$ cat config.mk
export PLATFORM = sky130hd
export DESIGN_NAME = jtsdram_verify
export DESIGN_NICKNAME = d
export VERILOG_FILES = /design/src/rtl/jtsdram_pkg.sv /design/src/rtl/jtsdram_verify_expect.sv /design/src/rtl/jtsdram_verify.sv
export SDC_FILE = /design/constraint.sdc
export NUM_CORES = 1
export LEC_CHECK = 0
export ABC_AREA = 1
export BUFFER_PORTS_ARGS = -buffer_cell sky130_fd_sc_hd__buf_2
export CAP_MARGIN = 20
export CORE_ASPECT_RATIO = 0.5
export CORE_MARGIN = 3
export CORE_UTILIZATION = 50
export DETAILED_ROUTE_END_ITERATION = 12
export HOLD_SLACK_MARGIN = 0.06
export PLACE_DENSITY = 0.7
export SYNTH_ARGS = -nofsm -noshare
export SYNTH_HDL_FRONTEND = slang
export SYNTH_SLANG_ARGS = --single-unit
export TNS_END_PERCENT = 20
$ cat constraint.sdc
create_clock -name clk -period 3 [get_ports clk]
set_input_delay 0.6 -clock clk [delete_from_list [all_inputs] [get_ports clk]]
set_output_delay 0.6 -clock clk [all_outputs]
set_load 0.05 [all_outputs]
$ cat src/rtl/jtsdram_pkg.sv
// Shared address-shuffle and data-scramble helpers for the SDRAM test core.
// Both the writer and the read-back checker use these so the two ends agree.
package jtsdram_pkg;

  localparam logic [21:0] ADDR_XOR_K3 = 22'h155555;
  localparam logic [21:0] ADDR_XOR_K4 = 22'h2AAAAA;
  localparam logic [15:0] DATA_XOR_K3 = 16'h5555;
  localparam logic [15:0] DATA_XOR_K4 = 16'hAAAA;

  typedef enum logic [1:0] {
    ST_IDLE,
    ST_ISSUE,
    ST_WAIT,
    ST_CHECK
  } state_t;

  // Nibble bit permutation used by both the address and data scrambles.
  function automatic logic [3:0] swap(input logic [3:0] n);
    return {n[2], n[0], n[3], n[1]};
  endfunction

  // Linear -> physical address, each key bit enabling one step, applied in order.
  function automatic logic [21:0] shuffle_addr(input logic [4:0] key, input logic [21:0] a);
    logic [21:0] r;
    r = a;
    if (key[0]) r = {r[11:0], r[12], r[21:13]};
    if (key[1]) r = {r[21:12], swap(r[11:8]), swap(r[7:4]), swap(r[3:0])};
    if (key[2]) r = {r[20], r[21], swap(r[19:16]), swap(r[15:12]), r[11:0]};
    if (key[3]) r = r ^ ADDR_XOR_K3;
    if (key[4]) r = r ^ ADDR_XOR_K4;
    return r;
  endfunction

  // Reference word scramble; sel is the low nibble of the physical address.
  function automatic logic [15:0] scramble_data(input logic [4:0] key, input logic [3:0] sel,
                                                input logic [15:0] d);
    logic [15:0] r;
    r = d;
    if (key[0] ^ sel[0]) r = {r[7:0], r[15:8]};
    if (key[1] ^ sel[1]) r = {r[15:8], swap(r[7:4]), swap(r[3:0])};
    if (key[2] ^ sel[2]) r = {swap(r[15:12]), swap(r[11:8]), r[7:0]};
    if (key[3] ^ sel[3]) r = r ^ DATA_XOR_K3;
    if (key[4])          r = r ^ DATA_XOR_K4;
    return r;
  endfunction

endpackage

$ cat src/rtl/jtsdram_verify_expect.sv
// Registered stage turning the current linear address into the physical
// read address and the expected reference word, updated during ISSUE.
module jtsdram_expect
  import jtsdram_pkg::*;
#(
  parameter logic [15:0] SEED = 16'h0000
) (
  input  logic        clk,
  input  logic        rst,
  input  logic        en_i,
  input  logic [4:0]  key_i,
  input  logic [21:0] lin_i,
  output logic [21:0] phys_o,
  output logic [15:0] exp_o
);

  logic [21:0] phys_d, phys_q;
  logic [15:0] exp_d, exp_q;

  always_comb begin
    phys_d = shuffle_addr(key_i, lin_i);
    exp_d  = scramble_data(key_i, phys_d[3:0], lin_i[15:0] ^ SEED);
  end

  // Physical address is a visible port, so it clears on reset; the reference word does not need to.
  always_ff @(posedge clk) begin
    if (rst) begin
      phys_q <= '0;
    end else if (en_i) begin
      phys_q <= phys_d;
    end
    if (en_i) exp_q <= exp_d;
  end

  assign phys_o = phys_q;
  assign exp_o  = exp_q;

endmodule

$ cat src/rtl/jtsdram_verify.sv
// SDRAM read-back checker: sweeps linear addresses, reads each shuffled
// physical address and compares against the regenerated reference word.
module jtsdram_verify
  import jtsdram_pkg::*;
#(
  parameter logic [15:0] SEED    = 16'h0000,
  parameter int          TIMEOUT = 1023
) (
  input  logic        clk,
  input  logic        rst,
  input  logic        start,
  input  logic [4:0]  key,
  input  logic [21:0] addr_max,
  output logic [21:0] sdram_addr,
  output logic        sdram_rd,
  input  logic        data_ok,
  input  logic [15:0] sdram_dout,
  output logic        busy,
  output logic        done,
  output logic        timeout,
  output logic [15:0] err_cnt,
  output logic [21:0] first_bad_addr,
  output logic [15:0] first_bad_data
);

  // Abort on the last permitted WAIT cycle (timer counts from 0).
  localparam logic [9:0] TMO_LAST = 10'(TIMEOUT - 1);

  state_t      state_d, state_q;
  logic [4:0]  key_d, key_q;
  logic [21:0] amax_d, amax_q;
  logic [21:0] lin_d, lin_q;
  logic [9:0]  timer_d, timer_q;
  logic        rd_d, rd_q;
  logic        busy_d, busy_q;
  logic        done_d, done_q;
  logic        to_d, to_q;
  logic [15:0] err_d, err_q;
  logic [21:0] fba_d, fba_q;
  logic [15:0] fbd_d, fbd_q;
  logic [15:0] dout_d, dout_q;
  logic [15:0] exp_w;

  jtsdram_expect #(.SEED(SEED)) u_expect (
    .clk    (clk),
    .rst    (rst),
    .en_i   (state_q == ST_ISSUE),
    .key_i  (key_q),
    .lin_i  (lin_q),
    .phys_o (sdram_addr),
    .exp_o  (exp_w)
  );

  // Next-state and output decode for the sweep sequencer.
  always_comb begin
    state_d = state_q;
    key_d   = key_q;
    amax_d  = amax_q;
    lin_d   = lin_q;
    timer_d = timer_q;
    rd_d    = rd_q;
    busy_d  = busy_q;
    done_d  = done_q;
    to_d    = to_q;
    err_d   = err_q;
    fba_d   = fba_q;
    fbd_d   = fbd_q;
    dout_d  = dout_q;
    case (state_q)
      ST_IDLE: begin
        if (start) begin
          key_d   = key;
          amax_d  = addr_max;
          err_d   = '0;
          fba_d   = '0;
          fbd_d   = '0;
          done_d  = 1'b0;
          to_d    = 1'b0;
          lin_d   = '0;
          busy_d  = 1'b1;
          state_d = ST_ISSUE;
        end
      end
      ST_ISSUE: begin
        rd_d    = 1'b1;
        timer_d = '0;
        state_d = ST_WAIT;
      end
      ST_WAIT: begin
        if (data_ok) begin
          rd_d    = 1'b0;
          dout_d  = sdram_dout;
          state_d = ST_CHECK;
        end else if (timer_q == TMO_LAST) begin
          rd_d    = 1'b0;
          to_d    = 1'b1;
          done_d  = 1'b1;
          busy_d  = 1'b0;
          state_d = ST_IDLE;
        end else begin
          timer_d = timer_q + 10'd1;
        end
      end
      ST_CHECK: begin
        if (dout_q != exp_w) begin
          if (err_q != 16'hFFFF) err_d = err_q + 16'd1;
          if (err_q == 16'd0) begin
            fba_d = lin_q;
            fbd_d = dout_q;
          end
        end
        // Compare before incrementing so addr_max = 3FFFFF never wraps lin.
        if (lin_q == amax_q) begin
          done_d  = 1'b1;
          busy_d  = 1'b0;
          state_d = ST_IDLE;
        end else begin
          lin_d   = lin_q + 22'd1;
          state_d = ST_ISSUE;
        end
      end
      default: state_d = ST_IDLE;
    endcase
  end

  // State and status registers; captured read data is not reset.
  always_ff @(posedge clk) begin
    if (rst) begin
      state_q <= ST_IDLE;
      key_q   <= '0;
      amax_q  <= '0;
      lin_q   <= '0;
      timer_q <= '0;
      rd_q    <= 1'b0;
      busy_q  <= 1'b0;
      done_q  <= 1'b0;
      to_q    <= 1'b0;
      err_q   <= '0;
      fba_q   <= '0;
      fbd_q   <= '0;
    end else begin
      state_q <= state_d;
      key_q   <= key_d;
      amax_q  <= amax_d;
      lin_q   <= lin_d;
      timer_q <= timer_d;
      rd_q    <= rd_d;
      busy_q  <= busy_d;
      done_q  <= done_d;
      to_q    <= to_d;
      err_q   <= err_d;
      fba_q   <= fba_d;
      fbd_q   <= fbd_d;
    end
    dout_q <= dout_d;
  end

  assign sdram_rd       = rd_q;
  assign busy           = busy_q;
  assign done           = done_q;
  assign timeout        = to_q;
  assign err_cnt        = err_q;
  assign first_bad_addr = fba_q;
  assign first_bad_data = fbd_q;

endmodule
Yosys cells after proc, flatten, opt, wreduce, memory -nomap -nowiden --
Cells that the tools add are included.
Storage, ports and cells: word-level logic and storage cells 103, register bits 173, bits of input ports 47
Cells by class: reductions and logical operators 16, bitwise logic cells 8, eq/ne operators 17, add/subtract/negate cells 3, mux-type cells 44
Operators with widths (number):
- 22-bit 2-to-1 mux | 7
- 16-bit 2-to-1 mux | 8
- 22-bit one-hot mux with 2 select lines | 2
- 16-bit one-hot mux with 2 select lines | 2
- 22-bit by 1-bit adder with 22-bit output (second input constant) | 1
- 22-bit equality test | 1
- 11-bit NOT | 2
- 21-bit 2-to-1 mux | 1
- 10-bit 2-to-1 mux | 2
- 10-bit one-hot mux with 2 select lines | 1
- 2-bit inequality test (second input constant) | 9
- 16-bit by 1-bit adder with 16-bit output (second input constant) | 1
- 16-bit logical NOT | 1
- 16-bit inequality test | 1
- 16-bit inequality test (second input constant) | 1
- 8-bit NOT | 2
- 15-bit 2-to-1 mux | 1
- 12-bit 2-to-1 mux | 1
- 4-bit AND reduction | 3
- 10-bit by 1-bit adder with 10-bit output (second input constant) | 1
- 10-bit equality test (second input constant) | 1
- 1-bit 2-to-1 mux | 10
- 8-bit 2-to-1 mux | 1
- 2-bit one-hot mux with 4 select lines | 1
- 13 further kinds | 27

Longest topological paths before layout --
Gate-level depths: netlist of run 1.
depth after elaboration 15, depth in mapped cells 14, gate-level depth less buffers 13

Hierarchy --
Synthesis of run 1 repeated with hierarchy kept, for this count alone.
Second synthesis, totals: cell total of the unflattened synthesis 1530, area total of the unflattened synthesis 10353.7 um2
By module, submodules not included:
- jtsdram_verify | times used 1, cells each 1036, seq. area each 2862.7 um2, area each 7164.4 um2
- jtsdram_expect | times used 1, cells each 494, seq. area each 920.9 um2, area each 3189.3 um2

Worst setup path after synthesis of run 1 --
OpenSTA, ideal clock, no wires.
kind reg-to-reg, start point reg err_q[0] (netlist: err_cnt[0]), end point reg err_q[5] (netlist: err_cnt[5]), arrival time 2075 ps, slack 855 ps, data required time 2930 ps, cell stages (with the launch flop) 11, library setup time 70 ps, cells stage by stage dfxtp_1 > ha_1 > nand2_2 > nor2_2 > nand2_2 > nor2_4 > nand4_4 > nand3_2 > buf_6 > nand2_1 > a21oi_1
On the way: longest elaborated chain between the ends 4, elaborated cells between the ends (all ways) 7, those cells by class 1 x add/sub; 2 x eq/ne; 3 x mux; 1 x reduce/logical
Ends and longest elaborated chain:
- start: declaration | RTL line jtsdram_verify.sv:38 | logic [15:0] err_d, err_q;
- start signal: assignment | RTL line jtsdram_verify.sv:151 | err_q <= err_d;
- 16-bit by 1-bit adder with 16-bit output | RTL line jtsdram_verify.sv:106 | if (err_q != 16'hFFFF) err_d = err_q + 16'd1;
- 16-bit 2-to-1 mux | RTL line jtsdram_verify.sv:106
- 16-bit 2-to-1 mux | RTL line jtsdram_verify.sv:105 | if (dout_q != exp_w) begin
- 16-bit one-hot mux with 2 select lines | RTL line jtsdram_verify.sv:69 | case (state_q)
Several ways; a longest one is shown, not always the timed one. The select of a mux whose other input is x is not followed. A chain may end at the register's enable or synchronous reset.

Final worst setup path of run 1 --
start point reg key_q[1], end point reg u_expect.exp_q[5] (netlist: u_expect.exp_o[5]) (data pin)
On the way: longest elaborated chain between the ends 12, elaborated cells between the ends (all ways) 14, those cells by class 9 x mux; 5 x bitwise
Ends and longest elaborated chain:
- start: declaration | RTL line jtsdram_verify.sv:30 | logic [4:0] key_d, key_q;
- start signal: assignment | RTL line jtsdram_verify.sv:143 | key_q <= key_d;
- 12-bit 2-to-1 mux | RTL line jtsdram_pkg.sv:27 | if (key[1]) r = {r[21:12], swap(r[11:8]), swap(r[7:4]), swap(r[3:0])};
- 22-bit 2-to-1 mux | RTL line jtsdram_pkg.sv:28 | if (key[2]) r = {r[20], r[21], swap(r[19:16]), swap(r[15:12]), r[11:0]};
- 11-bit NOT (no source line)
- 21-bit 2-to-1 mux | RTL line jtsdram_pkg.sv:29 | if (key[3]) r = r ^ ADDR_XOR_K3;
- 22-bit 2-to-1 mux | RTL line jtsdram_pkg.sv:30 | if (key[4]) r = r ^ ADDR_XOR_K4;
- 1-bit bitwise XOR | RTL line jtsdram_pkg.sv:39 | if (key[0] ^ sel[0]) r = {r[7:0], r[15:8]};
- 16-bit 2-to-1 mux | RTL line jtsdram_pkg.sv:39
- 8-bit 2-to-1 mux * | RTL line jtsdram_pkg.sv:40 | if (key[1] ^ sel[1]) r = {r[15:8], swap(r[7:4]), swap(r[3:0])};
- 16-bit 2-to-1 mux * | RTL line jtsdram_pkg.sv:41 | if (key[2] ^ sel[2]) r = {swap(r[15:12]), swap(r[11:8]), r[7:0]};
- 15-bit 2-to-1 mux * | RTL line jtsdram_pkg.sv:42 | if (key[3] ^ sel[3]) r = r ^ DATA_XOR_K3;
- 8-bit NOT (no source line)
- 16-bit 2-to-1 mux * | RTL line jtsdram_pkg.sv:43 | if (key[4]) r = r ^ DATA_XOR_K4;
- via u_expect.exp_d[5] | RTL line jtsdram_verify_expect.sv:18 | logic [15:0] exp_d, exp_q;
- end signal: assignment | RTL line jtsdram_verify_expect.sv:32 | if (en_i) exp_q <= exp_d;
- end: declaration | RTL line jtsdram_verify_expect.sv:18
The timed path passes the listed nets; every way through them passes the cells marked *.

==> reports/qor.yml, run 1 <==
critPathRequiredTime_ps: 3210
clkTransAtPathRegs_ps: 60
pwr-share-comb_pct: 33.7
crit_slowest_cell: "dfxtp_1"
die_y_um: 106.7
hold_path_depth: 1
synthCells: 1533
peakVddDrop_mv: 0.3449
root_buffer: "clkbuf_16"
path_buf_inv: 1
r2r_start: "key_q[1]"
initial_core_util_pct: 51.47
core_sq_um: 19680
n_antenna_cell: 0
worst_hold_startpoint: "sdram_dout[3]"
status: "completed"
htreeDepth: 4
synth_flop_cell: "dfxtp_1"
syn_avg_cell_area_sq_um: 6.609
crit_family: "simple AND/OR/NAND/NOR gates"
startpoint: "key_q[1]"
post-synth-top-count-cell: "nand2_1"
period_needed_ps: 2600
drcViolationCount: 0
synth-seq-cells: 173
power_frac_seq_pct: 36.6
drtPass1Iterations: 6
final_max_slew_viol_count: 0
setup_tns_ps: 0
grt_setup_unrepaired: "false"
cp_common_cell: "nand2_1"
ant_nets: 0
design_area_sq_um: 11540
yosysSeqAreaShare_pct: 37.34
io_buffer_count: 126
yosysTopAreaCell: "dfxtp_1"
finalSetupViolations: 0
slowest_delay_ps: 540
io_pins: 127
hold_viol: 0
synth_top_cells_by_area: "dfxtp_1, nand2_1, edfxtp_1, nor2_1, inv_1"
layout-drive-gt1-share_pct: 13.43
startpoint_type: "flip-flop"
finalWorstSetupSlack_ps: 400.3
min_to: "dout_q[3]"
routabilityCongestion: 1.001
final_cells: 1904
first_iter_violations: 1025
dpl_worst_slack_ps: 499.6
cts_tree: "built"
dieArea_sq_um: 22110
critPathKind: "flip-flop to flip-flop"
syn-cell-area_sq_um: 10130
grt_start_max_net_pins: 61
max_slew_margin_pct: 38.46
dp_cells: 1872
yosysTopAreaCellShare_pct: 27.86
finalWirelength_um: 29660
clkPwrFrac_pct: 29.6
numCtsBuffers: 17
grt.total_usage_pct: 26.76
dieWidth_um: 207.3
worstPathMaxFanout: 16
p_per_area_nw_per_um2: 686.6
final_nets: 1677
syn-num-nets: 1585
dr_total_vias: 10053
grt_pass1_vias: 9154
endpoint_kind: "flip-flop"
synth_edf_count: 32
r2r_cells: 11
synthTopCellsByCount: "nand2_1, nor2_1, inv_1"
r2r-end: "u_expect.exp_o[5]"
grt_pass1_wl_um: 47580
arrival_ps: 2810
hold_buffers: 0
via_per_inst: 5.280
hp-class: "primary input to flip-flop"
skew_ps: 11.07
fp-row-count: 36
async_flop_share_pct: 0
p_sw_mw: 3.073
antenna_found_initial: 0
crit_chain: "inv_1 > nand3_1 > nand2_1 > nand2_1 > nand3_2 > nand2_4 > nand2_1 > nand3_1 > nand2_1 > nand2_1 > nand2_1"
cap_violations: 0
p_int_mw: 4.853
cts_setup_buffers: 0
period_share_pct: 86.66
synth.distinct_cells: 38
syn_to_final_growth_pct: 13.92
placedInstanceArea_sq_um: 10930
yosys_warnings: 0
clock_sinks: 173
worst_slew_pin_slew_ps: 922.1
wl_per_cell_um: 15.58
leakagePower_nw: 5.227
overflow: 0
cts_resized: 0
switching_share_pct: 38.77
fmax_mhz: 384.7
dp_hpwl_um: 21520
cts_buffer_depth: 2
worst-r2r-setup-slack_ps: 400
clk_latency_ps: 450
==> registers in the layout, summed over array words and instances (netlist names) <==
| name | flops |
|---|---|
| timeout | 1 |
| first_bad_addr | 22 |
| u_expect.exp_o | 16 |
| key_q | 5 |
| timer_q | 10 |
| first_bad_data | 16 |
| sdram_rd | 1 |
| u_expect.phys_o | 22 |
| dout_q | 16 |
| amax_q | 22 |
| busy | 1 |
| err_cnt | 16 |
| lin_q | 22 |
| done | 1 |
| state_q | 2 |
==> worst max-delay path by stage <==
stage | to | slack (ps) | depth (start not counted)
2_1_floorplan | err_cnt[5] | 850 | 10
3_3_place_gp | u_expect.exp_o[7] | 460 | 11
3_5_place_dp | u_expect.exp_o[7] | 500 | 11
4_1_cts | u_expect.exp_o[7] | 490 | 11
5_1_grt | u_expect.exp_o[5] | 200 | 11
6_report | u_expect.exp_o[5] | 400 | 11
==> layout by cell type, fill, tap and decap left out, types with 2 or more instances in the layout <==
cell type,instances
buf_12,3
nand2_1,408
nor3b_1,2
nand3_1,130
inv_1,191
xor2_2,2
and3_1,2
mux2i_1,8
bufinv_16,3
nor3_1,11
o21bai_1,38
nand2_2,8
nor2_1,211
clkbuf_16,18
ha_1,5
xnor3_1,2
nand3_2,5
nor4_1,2
xnor2_1,6
edfxtp_1,32
nand4_1,28
dfxtp_1,141
a21oi_1,79
buf_2,126
o221ai_1,10
clkbuf_1,2
o21ai_0,74
nor2_2,3
clkinv_2,4
or2_2,2
xor2_1,32
clkinv_4,2
inv_2,7
buf_4,30
==> power groups by stage <==
stage / Clock (mW) / Sequential [mW] / Combinational [mW]
2_1_floorplan: 0 / 3.46 / 1.51
3_3_place_gp: 0 / 2.95 / 2.64
3_5_place_dp: 0 / 2.95 / 2.66
4_1_cts: 2.38 / 2.90 / 2.67
5_1_grt: 2.47 / 2.94 / 2.98
6_report: 2.35 / 2.90 / 2.67
==> through the flow <==
step	hold WS, ps	power [mW]	util, %
final	325.6	7.925	58.64
after global routing	312.6	8.383	58.64
after CTS	307.6	7.946	58.64
after detailed placement	447.8	5.611	55.54
after global placement	444.6	5.581	55.54
after floorplan	443.7	4.974	-
==> layer usage <==
layer | global-route usage (%) | vias to the layer above | wire length [um]
li1 | - | 5034 | -
met1 | 37.76 | 4574 | 13910
met2 | 42.06 | 399 | 12910
met3 | 4.765 | 46 | 2360
met4 | 8.176 | 0 | 489
met5 | 0 | - | 0
==> kinds of logic after synthesis <==
kind of cell / count (synthesis) / synth area share [%]
simple gates: 817 / 33.95
compound gates: 203 / 11.37
flops: 173 / 37.34
fa+ha+maj: 5 / 0.6174
mux: 8 / 0.7904
buf+inv: 285 / 11.88
xor+xnor: 42 / 4.050
==> final cells by class <==
cell class / count / area, sq um
fill: 1872 / 8142
multi-input combinational: 1075 / 5150
sequential: 173 / 3784
timing repair buffer: 159 / 915.9
inverter: 199 / 749.5
clock buffer: 21 / 471.7
tap: 266 / 332.8
clock inverter: 11 / 138.9
(Power assumes the default switching activity.)
==> run 2: changes to the inputs <==
- PLACE_DENSITY: 0.7 -> 0.73
- clock period: 3 -> 2.3 ns (I/O delays scaled with it)
==> run 2 against run 1 <==
Core utilization is 0.82 points higher. Cell area grew 1.4%. Sequential share of layout area is 0.42 points lower. Hold slack worse by 130 ps. Die area stayed put. Critical endpoint is now err_cnt[2].
==> reports/qor.yml, run 2 (synthesis results as in run 1) <==
wl_per_cell_um: 15.13  # -2.9%
layout-drive-gt1-share_pct: 14.80  # +1.4 points
final_max_slew_viol_count: 0  # unchanged
leakagePower_nw: 5.328  # +1.9%
top_layer: "met4"
cap_violations: 0  # unchanged
dpl_worst_slack_ps: 217.4  # -282.2 ps
root_buffer: "clkbuf_16"
peakVddDrop_mv: 0.4639  # +35%
startpoint: "err_cnt[0]"
r2r_cells: 9  # -2
final_nets: 1703  # +1.6%
grt_pass1_vias: 9478  # +3.5%
drtPass1Iterations: 5  # -1
period_needed_ps: 2114  # -486.2 ps
initial_core_util_pct: 51.47  # unchanged
grt_setup_unrepaired: "false"
cp_common_cell: "nand2_2"
ant_nets: 0  # unchanged
fp-row-count: 36  # unchanged
cts_setup_buffers: 0  # unchanged
r2r_start: "err_cnt[0]"
grt.total_usage_pct: 26.68  # -0.081 points
dp_hpwl_um: 21460  # -0.24%
grt_start_max_net_pins: 77  # +26%
io_buffer_count: 126  # unchanged
critPathRequiredTime_ps: 2660  # -550 ps
arrival_ps: 2470  # -340 ps
seq_area_sq_um: 3787  # about the same
mostFrequentLayoutCell: "nand2_1"
crit_chain: "ha_1 > nand2_2 > nor2_2 > nand2_2 > nor2_4 > nand4_4 > nand3_2 > nand2_1 > a21oi_1"
multi_input_area_sq_um: 5150  # unchanged
grt_pass1_wl_um: 47920  # +0.73%
met2_wirelength_um: 12750  # -1.2%
status: "completed"
core_sq_um: 19680  # unchanged
final_cell_mix: "nand2_1, nor2_1, inv_1, dfxtp_1, nand3_1"
max_slew_margin_pct: 55.30  # +17 points
htreeDepth: 4  # unchanged
worst-r2r-setup-slack_ps: 190  # -210 ps
worstPathMaxFanout: 17  # +1
dr_total_vias: 10093  # +0.40%
syn_to_final_growth_pct: 15.51
critPathKind: "flip-flop to flip-flop"
worst_slew_pin_slew_ps: 670.5  # -251.6 ps
endpoint_kind: "flip-flop"
n_antenna_cell: 0  # unchanged
die_y_um: 106.7  # unchanged
skew_ps: 9.045  # -2.024 ps
startpoint_type: "flip-flop"
hold_viol: 0  # unchanged
power_mw: 10.21  # +29%
clock_sinks: 173  # unchanged
met1_length_um: 13600  # -2.2%
numCtsBuffers: 17  # unchanged
n_fill_cell: 1885  # +0.69%
period_share_pct: 91.89  # +5.2 points
endpoint: "err_cnt[2]"
hp-class: "primary input to flip-flop"
setup_tns_ps: 0  # unchanged
dieWidth_um: 207.3  # unchanged
drcViolationCount: 0  # unchanged
cts_resized: 0  # unchanged
wl_met3_um: 2284  # -3.2%
cts_buffer_depth: 2  # unchanged
fmax_mhz: 473.1  # +23%
finalWorstSetupSlack_ps: 186.5  # -213.8 ps
p_per_area_nw_per_um2: 872.5  # +27%
first_iter_violations: 913  # -11%
antenna_found_initial: 0  # unchanged
via_per_inst: 5.235  # -0.85%
routabilityCongestion: 1.022  # +2.1%
hold_buffers: 0  # unchanged
slowest_delay_ps: 500  # -40 ps
r2r-end: "err_cnt[2]"
finalSetupViolations: 0  # unchanged
crit_slowest_cell: "dfxtp_1"
overflow: 0  # unchanged
clk_latency_ps: 440  # about the same
io_pins: 127  # unchanged
finalWirelength_um: 29180  # -1.6%
clkTransAtPathRegs_ps: 60  # about the same
cts_tree: "built"
dieArea_sq_um: 22110  # unchanged
-- run 2: cell type report --
type | count | area share, %
Clock buffer | 25 | 4.426
Clock inverter | 5 | 0.6842
Inverter | 199 | 6.404
Multi-Input combinational cell | 1075 | 44.00
Sequential cell | 173 | 32.36
Tap cell | 266 | 2.844
Timing Repair Buffer | 185 | 9.279
-- run 2: per-layer routing --
layer / GRT usage (%) / up-vias
met3: 5.642 / 47
met1: 37.31 / 4639
met4: 8.079 / 0
li1: - / 5081
met2: 41.73 / 326
met5: 0 / -
-- run 2: how the worst min path moves through the flow --
stage / startpoint / end / slack [ps] / cells after the start
5_1_grt: sdram_dout[12] / dout_q[12] / 180 / 1
3_3_place_gp: timeout / timeout / 440 / 2
2_1_floorplan: amax_q[10] / amax_q[10] / 440 / 2
4_1_cts: sdram_dout[15] / dout_q[15] / 180 / 1
3_5_place_dp: busy / busy / 450 / 2
6_report: sdram_dout[15] / dout_q[15] / 200 / 1
-- run 2: critical path, delay by kind of cell (launching register included) --
kind | cells | cell delay, ps
DFF | 1 | 500
adders and majority gates | 1 | 320
and+or+nand+nor | 7 | 1050
AOI/OAI and AO/OA | 1 | 160
-- run 2: stage by stage --
step	hold WS [ps]	std cells	cell area (sq um)	util [%]
2_1_floorplan	443.7	1533	10130	-
3_3_place_gp	444.3	1898	11100	56.40
3_5_place_dp	450.1	1898	11100	56.40
4_1_cts	177.3	1928	11700	59.44
5_1_grt	175.3	1928	11700	59.46
6_report	195.9	1928	11700	59.46
-- run 2: where the power goes --
group	switching [mW]	leakage [nW]	internal, mW
Sequential	0.244	1.45	3.55
Combinational	2.45	3.59	0.987
Clock	1.21	0.286	1.78
Total	3.90	5.33	6.31
==> run 3: changes to the inputs <==
--- a/config.mk
+++ b/config.mk
@@ -17,4 +17,5 @@
 export SYNTH_ARGS = -nofsm -noshare
 export SYNTH_HDL_FRONTEND = slang
+export SYNTH_HIERARCHICAL = 1
 export SYNTH_SLANG_ARGS = --single-unit
 export TNS_END_PERCENT = 20
==> constraint.sdc (replaced) <==
create_clock -name clk -period 2.3 [get_ports clk]
set_input_delay 0.345 -clock clk [delete_from_list [all_inputs] [get_ports clk]]
set_output_delay 0.345 -clock clk [all_outputs]
set_load 0.05 [all_outputs]
==> run 3 against run 2 <==
Combinational power fell by 7.0%. Area after synthesis rose by 2.2%. Sequential share of layout area fell by 1.0 points. Register-to-register slack barely moved. Die area rose by 2.1%. Non-clock buffer count rose by 13. Clock power barely moved. First-iteration DRC count rose by 25%. Critical endpoint is now lin_q[14]. Largest power group unchanged.
==> reports/qor.yml, run 3 <==
status: "completed"
wl_met3_um: 3125  # +37%
final_nets: 1720  # +1.0%
met2_wirelength_um: 13330  # +4.6%
synth.distinct_cells: 44  # +16%
endpoint_kind: "flip-flop"
yosys_warnings: 6  # +6
via_per_inst: 5.557  # +6.2%
r2r_cells: 10  # +1
grt.total_usage_pct: 28.96  # +2.3 points
core_sq_um: 19860  # +0.92%
numCtsBuffers: 17  # unchanged
cts_setup_buffers: 0  # unchanged
worst-r2r-setup-slack_ps: 180  # about the same
fp-row-count: 36  # unchanged
yosysTopAreaCell: "dfxtp_1"
ant_nets: 0  # unchanged
root_buffer: "clkbuf_16"
final_cell_mix: "nand2_1, nor2_1, nand3_1, dfxtp_1, inv_1"
hp-class: "primary input to flip-flop"
clk_latency_ps: 450  # about the same
r2r-end: "lin_q[14]"
clkTransAtPathRegs_ps: 70  # about the same
finalWirelength_um: 32460  # +11%
dr_total_vias: 10825  # +7.3%
max_slew_margin_pct: 28.17  # -27 points
worstPathMaxFanout: 5  # -12
period_needed_ps: 2122  # +8.216 ps
arrival_ps: 2500  # +30 ps
top_layer: "met4"
design_area_sq_um: 12070  # +3.1%
final_max_slew_viol_count: 0  # unchanged
cts_buffer_depth: 2  # unchanged
routabilityCongestion: 1.037  # +1.4%
placedInstanceArea_sq_um: 11370  # +2.4%
yosysSeqAreaShare_pct: 36.54  # -0.80 points
synth_top_cells_by_area: "dfxtp_1, nand2_1, nand3_1, edfxtp_1, nor2_1"
clock_sinks: 173  # unchanged
worst_slew_pin_slew_ps: 1076  # +405.8 ps
dieWidth_um: 209.5  # +1.1%
crit_family: "simple AND/OR/NAND/NOR gates"
cts_tree: "built"
peakVddDrop_mv: 0.7680  # +66%
skew_ps: 13.16  # +4.115 ps
grt_pass1_vias: 9924  # +4.7%
critPathRequiredTime_ps: 2680  # +20 ps
finalWorstSetupSlack_ps: 178.3  # -8.216 ps
syn_to_final_growth_pct: 16.56
synth-seq-cells: 173  # unchanged
period_share_pct: 92.25  # +0.36 points
slowest_delay_ps: 470  # -30 ps
crit_slowest_cell: "dfxtp_1"
dpl_worst_slack_ps: 152.3  # -65.12 ps
syn_avg_cell_area_sq_um: 6.767  # +2.4%
layout-drive-gt1-share_pct: 18.44  # +3.6 points
finalSetupViolations: 0  # unchanged
syn-cell-area_sq_um: 10350  # +2.2%
dieArea_sq_um: 22580  # +2.1%
crit_chain: "ha_1 > nand2_1 > nor2_2 > inv_1 > nor2_1 > nand3_1 > xor2_1 > nor2_1 > nand2_1 > a21oi_1"
wl_per_cell_um: 16.66  # +10%
synth_edf_count: 32  # unchanged
r2r_start: "lin_q[1]"
yosysTopAreaCellShare_pct: 27.26  # -0.60 points
startpoint_type: "flip-flop"
drtPass1Iterations: 6  # +1
grt_pass1_wl_um: 52220  # +9.0%
dp_cells: 1905  # +0.37%
power_mw: 9.821  # -3.8%
min_to: "dout_q[5]"
hold_path_depth: 1  # unchanged
worst_hold_startpoint: "sdram_dout[5]"
met1_length_um: 15350  # +13%
final_cells: 1948  # +1.0%
io_pins: 127  # unchanged
p_per_area_nw_per_um2: 813.8  # -6.7%
grt_start_max_net_pins: 103  # +34%
synth_flop_cell: "dfxtp_1"
overflow: 0  # unchanged
n_fill_cell: 1886  # +0.053%
critPathKind: "flip-flop to flip-flop"
hold_viol: 0  # unchanged
first_iter_violations: 1138  # +25%
drcViolationCount: 0  # unchanged
htreeDepth: 4  # unchanged
async_flop_share_pct: 0  # unchanged
fmax_mhz: 471.3  # -0.39%
die_y_um: 107.8  # +1.0%
syn-num-nets: 1582  # -0.19%
cap_violations: 0  # unchanged
io_buffer_count: 126  # unchanged
synthCells: 1530  # -0.20%
synthTopCellsByCount: "nand2_1, nor2_1, nand3_1"
initial_core_util_pct: 52.12  # +0.65 points
setup_tns_ps: 0  # unchanged
antenna_found_initial: 0  # unchanged
dp_hpwl_um: 23280  # +8.4%
path_buf_inv: 1  # +1
post-synth-top-count-cell: "nand2_1"
mostFrequentLayoutCell: "nand2_1"
leakagePower_nw: 5.092  # -4.4%
grt_setup_unrepaired: "false"
==> run 3: cell types whose count changed after synthesis, sizes merged, moves of 5 or more <==
cell / delta
nand3: +68
inv: -54
nand2: -39
o21bai: -38
nand4: +36
a21oi: +26
o21ai: +12
o221ai: -10
nor2: -8
xor2: +7
mux2i: -5
==> run 3: metrics by stage <==
| stage | hold slack, ps | utilization (%) |
|---|---|---|
| finish | 83.03 | 60.75 |
| global route | 64.89 | 60.74 |
| CTS | 62.01 | 60.73 |
| detailed placement | 450.9 | 57.25 |
| global placement | 447.3 | 57.25 |
| floorplan | 443.5 | - |
==> run 3: kinds of logic after synthesis <==
kind of cell / after synthesis / share of synthesized area, %
compound gates: 201 / 10.68
xor+xnor: 44 / 3.722
fa+ha+maj: 5 / 0.6042
buf+inv: 225 / 9.571
flops: 173 / 36.54
mux: 3 / 0.2900
simple gates: 879 / 38.59
==> run 3: final cells by class <==
class | count | area [sq um] | share of cell area [%]
Antenna cell | 1 | 2.502 | 0.02074
Timing Repair Buffer | 198 | 1224 | 10.14
Multi-Input combinational cell | 1132 | 5582 | 46.25
Tap cell | 266 | 332.8 | 2.758
Sequential cell | 173 | 3785 | 31.36
Clock inverter | 14 | 162.7 | 1.348
Clock buffer | 18 | 429.2 | 3.556
Inverter | 146 | 550.5 | 4.562
==> run 3: worst max path at each step <==
stage | from | endpoint | slack (ps) | depth (start not counted)
after CTS | lin_q[0] | lin_q[14] | 110 | 10
after detailed placement | lin_q[0] | lin_q[14] | 150 | 10
after floorplan | err_cnt[0] | err_cnt[10] | 210 | 9
after global placement | lin_q[0] | lin_q[14] | 150 | 10
final | lin_q[1] | lin_q[14] | 180 | 10
after global routing | key_q[0] | u_expect/exp_o[5] | 40 | 12
==> run 3: metal layers <==
metal | vias to the layer above | track usage [%]
met2 | 500 | 41.67
met5 | - | 0
met1 | 4978 | 42.81
met4 | 0 | 9.165
li1 | 5300 | -
met3 | 47 | 6.492
==> run 3: power by group <==
group          internal [mW]  switching, mW  total [mW]
clock                   1.71           1.29        2.99
sequential              3.43          0.191        3.62
combinational          0.923           2.28        3.20
total                   6.06           3.76        9.82
==> run 3: what timing repair did <==
| item | CTS | global route |
|---|---|---|
| endpoints found under the setup margin | 0 | 1 |
| hold buffers | 10 | 0 |
| gates resized for setup | 0 | 1 |
| endpoints found under the hold margin | 10 | 0 |
